[src/rtl/uart_frame_bridge.sv]
// uart_frame_bridge: UART byte stream to frame queue, plus result word back to UART bytes; FRAME_TIMEOUT_EN adds an inter-byte idle timeout
module uart_frame_bridge #(
  parameter int DBITS = 8,
  parameter int FRAME_BYTES = 8,
  parameter int DEPTH = 4,
  parameter int TIMEOUT_CYCLES = 1000000
) (
  input  logic                         clk,
  input  logic                         reset,
  input  logic                         rx_valid,
  input  logic [DBITS-1:0]             rx_byte,
  output logic                         out_valid,
  output logic [FRAME_BYTES*DBITS-1:0] out_data,
  input  logic                         out_ready,
  input  logic                         res_valid,
  input  logic [FRAME_BYTES*DBITS-1:0] res_value,
  input  logic                         output_en,
  output logic                         tx_valid,
  output logic [DBITS-1:0]             tx_byte,
  input  logic                         tx_ready,
  output logic                         tx_busy,
  output logic                         partial,
  output logic [7:0]                   frames_dropped
);
  localparam int W = FRAME_BYTES * DBITS;
  localparam int BW = FRAME_BYTES > 1 ? $clog2(FRAME_BYTES) : 1;
  localparam int AW = $clog2(DEPTH);
  localparam logic [BW-1:0] LAST = BW'(FRAME_BYTES - 1);
  typedef enum logic {IDLE, SEND} state_t;
  logic [BW-1:0] cnt;
  logic [W-1:0] asm_q;
  logic [W-1:0] frame;
  logic push, pop, full, wr_en, drop, tmo;
  logic [W-1:0] mem [DEPTH];
  logic [AW-1:0] rd, wr;
  logic [AW:0] fill;
  state_t state, state_n;
  logic [W-1:0] sh;
  logic [BW-1:0] idx;
  logic en_q, start, adv;
  assign frame = {asm_q[W-DBITS-1:0], rx_byte};
  assign push = rx_valid && cnt == LAST;
  assign partial = cnt != '0;
`ifdef FRAME_TIMEOUT_EN
  localparam int TW = $clog2(TIMEOUT_CYCLES + 1);
  logic [TW-1:0] idle;
  assign tmo = partial && !rx_valid && idle == TW'(TIMEOUT_CYCLES - 1);
  // idle counter runs only while a partial frame waits for its next byte
  always_ff @(posedge clk or posedge reset)
    if (reset) idle <= '0;
    else if (rx_valid || !partial || tmo) idle <= '0;
    else idle <= idle + 1'b1;
`else
  assign tmo = 1'b0;
`endif
  // shift bytes in MSB-first; byte count wraps on the last byte of a frame
  always_ff @(posedge clk or posedge reset)
    if (reset) begin
      cnt <= '0;
      asm_q <= '0;
    end else if (rx_valid) begin
      asm_q <= frame;
      cnt <= push ? '0 : cnt + 1'b1;
    end else if (tmo) cnt <= '0;
  assign full = fill == (AW+1)'(DEPTH);
  assign out_valid = fill != '0;
  assign out_data = mem[rd];
  assign pop = out_valid && out_ready;
  assign wr_en = push && (!full || pop);
  assign drop = push && full && !pop;
  // frame FIFO; a full queue still accepts a push when the head leaves the same cycle
  always_ff @(posedge clk or posedge reset)
    if (reset) begin
      for (int i = 0; i < DEPTH; i++) mem[i] <= '0;
      rd <= '0;
      wr <= '0;
      fill <= '0;
      frames_dropped <= '0;
    end else begin
      if (wr_en) begin
        mem[wr] <= frame;
        wr <= wr + 1'b1;
      end
      if (pop) rd <= rd + 1'b1;
      fill <= fill + {{AW{1'b0}}, wr_en} - {{AW{1'b0}}, pop};
      if (drop && frames_dropped != 8'hFF) frames_dropped <= frames_dropped + 1'b1;
    end
  // next state: a send starts on an output_en rising edge with a valid result
  always_comb begin
    start = 1'b0;
    adv = 1'b0;
    state_n = state;
    start = state == IDLE && output_en && !en_q && res_valid;
    adv = state == SEND && tx_ready;
    state_n = start ? SEND : (adv && idx == LAST) ? IDLE : state;
  end
  // TX state register
  always_ff @(posedge clk or posedge reset)
    if (reset) state <= IDLE;
    else state <= state_n;
  // result shift register drains MSB-first, one byte per handshake
  always_ff @(posedge clk or posedge reset)
    if (reset) begin
      en_q <= 1'b0;
      sh <= '0;
      idx <= '0;
    end else begin
      en_q <= output_en;
      if (start) begin
        sh <= res_value;
        idx <= '0;
      end else if (adv) begin
        sh <= {sh[W-DBITS-1:0], {DBITS{1'b0}}};
        idx <= idx + 1'b1;
      end
    end
  assign tx_valid = state == SEND;
  assign tx_busy = state == SEND;
  assign tx_byte = sh[W-1 -: DBITS];
endmodule

[config.mk]
export PLATFORM = sky130hd
export DESIGN_NAME = uart_frame_bridge
export DESIGN_NICKNAME = d
export VERILOG_FILES = /design/src/rtl/uart_frame_bridge.sv
export SDC_FILE = /design/constraint.sdc
export NUM_CORES = 1
export LEC_CHECK = 0
export CAP_MARGIN = 20
export CORE_AREA = 2 2 161 179
export CTS_BUF_LIST = sky130_fd_sc_hd__clkbuf_4 sky130_fd_sc_hd__clkbuf_8
export DETAILED_ROUTE_END_ITERATION = 10
export DIE_AREA = 0 0 163 181
export PLACE_DENSITY = 0.92
export SLEW_MARGIN = 20
export SYNTH_ARGS = -nofsm -noshare
export SYNTH_HDL_FRONTEND = slang
export SYNTH_SLANG_ARGS = --single-unit
[constraint.sdc]
create_clock -name clk -period 41.6 [get_ports clk]
set_input_delay 8.32 -clock clk [delete_from_list [all_inputs] [get_ports clk]]
set_output_delay 8.32 -clock clk [all_outputs]
set_load 0.01 [all_outputs]
==> results by group <==
Synth
  – Cell taking the most area after synthesis: dfrtp_1
  – Dominant synthesized flop cell: dfrtp_1
  – Combinational family with the most area after synthesis: multiplexers
  – Library cells used by synthesis: 39
  – Ranking of synthesized cells by area: dfrtp_1 (57%), mux2_2 (13%), mux4_2 (8.2%)
  – Post-synth top area share: 0.5693
  – Synth cell count leaders: dfrtp_1 (399), mux2_2 (202), nand2_1 (136)
  – Mapped Nets: 1,282
  – Adder-cell share of the synthesized area: 0.009703
  – Synth Area in XOR/XNOR: 0.004495
  – Compound-Gate Fraction of Synth Area: 0.02461
  – Most frequent cell after synthesis: dfrtp_1
  – Register area share after synthesis: 0.5693
  – Post-synthesis mux area share: 0.2986
  – Post-Syn Instances: 1,190
  – Post-synth EDFFs: 0
  – Simple logic cell fraction of the synthesized area: 0.05607
  – Warning count from the yosys run: 0
  – Asr flop ratio synth: 1.000
  – Synth Cell Area: 17,540 sq um
  – Mapped Avg Cell Area: 14.74 sq um
  – FF+latch count, synth: 399

Power and ir drop
  – Comb pwr share: 0.301
  – Switch Pwr: 0.4260 mW
  – Worst vdd ir: 40.99 uV
  – Leak pwr: 9.780 nW
  – Sequential share of power: 0.456
  – Clock share of power: 0.243
  – Pint: 0.9959 mW
  – Power, Total: 1.422 mW
  – Power Density: 69.33 nW/um^2
  – Sw Ratio: 0.2996

Clock tree
  – TritonCTS clock tree: done
  – H-tree depth: 2
  – CTS Hold Bufs: 0
  – Clock Sinks: 399
  – Post-CTS Resized: 0
  – Clock Latency Late Sink: 0.59 ns
  – TritonCTS Buffers: 61
  – CTS root buf: clkbuf_8
  – Clock transition at path regs: 0.06 ns
  – Post-CTS setup buffer count: 0
  – Clock Path Buffers: 3

Timing
  – RSZ-0062 raised after global routing: no
  – Final setup viols: 0
  – Fin Setup TNS: 0 ns
  – Fin Hold WS: 0.4913 ns
  – Worst Tran Pin Value: 1.060 ns
  – Final slew viol count: 0
  – Clock period minus worst slack: 11.63 ns
  – Slew HR: 0.2935
  – FMAX: 85.99 MHz
  – Fin crit share: 0.2796
  – Clock Skew: 0.03055 ns
  – Hold Vio Cnt, Final: 0

Layout
  – Final net count: 1,436
  – Layout cells sized above 1: 0.3317
  – Layout Area Growth over Synthesis: 16.95%

Critical path
  – Worst EP required: 33.28 ns
  – CP startpoint kind: flop
  – CP arrival: 3.31 ns
  – CP Class: reg2out
  – Worst-path fanout max: 34
  – Setup crit end kind: primary output

GRT
  – First-pass GRT wire length: 61,520 um
  – Largest net degree at the start of global routing: 151
  – Vias in the first global route: 11.22k
  – Most crowded layer after global routing: met2
  – GRT met2 Usage: 0.4376
  – Total GRT Usage: 0.2652
  – Met1 Use GR: 0.3595
  – GRT overflow: 0
  – Initial antenna violation count: 3
  – Met3 usage: 0.04936

Route
  – Vias: 10.51k
  – DRC viols: 0
  – Final wirelength: 37,470 um
  – Average wire per standard cell: 21.37 um
  – Detail Route Antenna Nets: 0
  – TritonRoute pass-1 iters: 5
  – Initial DRC count: 684
  – Vias per inst: 5.998

Min path
  – Min-delay worst type: reg2reg

Placed design
  – Port Buf Inserts: 162
  – Gpl congestion: 0.8274
  – Post-DP HPWL: 22,850 um

Flow run
  – MaxCap Viol Count: 0

Floorplanning
  – Initial Util: 0.6348
  – Vert. Die Dim: 181 um
  – Ports: 163
  – Core area: 27,630 sq um
  – Rows: 64
  – Die W: 163 um
  – Die area: 29,500 sq um

Run status
  – Status: completed
-- flip-flops by register name, summed over array words and instances (netlist names) --
| register | cells |
|---|---|
| mem | 256 |
| sh | 64 |
| cnt | 3 |
| tx_busy | 1 |
| asm_q | 56 |
| en_q | 1 |
| wr | 2 |
| idx | 3 |
| frames_dropped | 8 |
| rd | 2 |
| fill | 3 |
-- power groups by stage --
stage,sequential [mW],clock (mW),combinational [mW]
final,0.649,0.346,0.427
after global routing,0.667,0.370,0.461
after CTS,0.647,0.351,0.433
after detailed placement,0.650,0,0.429
after global placement,0.638,0,0.410
after floorplan,0.595,0,0.313
-- cell type report --
class / instances / area [sq um]
sequential: 399 / 9990
inverter: 12 / 57.56
clock inverter: 12 / 141.4
multi-input combinational: 695 / 6940
tap: 363 / 454.2
antenna: 3 / 7.507
clock buffer: 94 / 1175
fill: 1646 / 7116
timing repair buffer: 175 / 1745
-- final timing paths --
path	slack [ns]	depth (start not counted)	startpoint	to
max	29.97	3	rd[0]$_DFFE_PP0P_	out_data[9]
min reg2reg	0.49	1	mem[68]$_DFFE_PP0P_	mem[68]$_DFFE_PP0P_
max in group asynchronous	32.06	3	reset	asm_q[15]$_DFFE_PP0P_
min in group asynchronous	8.28	2	reset	frames_dropped[4]$_DFFE_PP0P_
max reg2reg	38.69	6	cnt[0]$_DFFE_PP0P_	mem[29]$_DFFE_PP0P_
min	0.49	1	mem[68]$_DFFE_PP0P_	mem[68]$_DFFE_PP0P_
-- critical path, cell delays in order (launching register included) --
cell and delay (ns):
dfrtp_4 0.87, buf_4 0.70, mux4_2 0.63, clkdlybuf4s50_1 0.50
-- metrics by stage --
step | utilization | instances | area (sq um) | setup WS, ns
global placement | 0.6925 | 1642 | 19130 | 30.51
global route | 0.7423 | 1751 | 20510 | 29.73
floorplan | - | 1190 | 17540 | 22.18
finish | 0.7424 | 1753 | 20510 | 29.97
CTS | 0.7403 | 1748 | 20450 | 29.85
detailed placement | 0.6927 | 1642 | 19140 | 30.47
-- metal layers --
metal	wire, um	share of wire
met1	15390	0.41
met2	19010	0.51
met3	1982	0.053
met4	1087	0.029
met5	0	0
-- cell families after synthesis --
group | after synthesis
and+or+nand+nor | 225
DFF | 399
buffers and inverters | 96
AOI/OAI and AO/OA | 67
muxes | 381
adders and majority gates | 13
xor gates and xnor gates | 9
-- layout by cell type, fill, tap and decap left out, types with 21 or more instances in the layout --
cell	Yosys	layout
mux2_2	202	202
dfrtp_1	399	397
mux2_1	55	55
nand3_1	21	21
mux2_4	60	60
mux4_2	64	64
nand2_1	136	135
clkbuf_8	1	75
a31oi_1	47	47
clkdlybuf4s50_1	0	161
nor2_1	49	49
(Power assumes the default switching activity.)
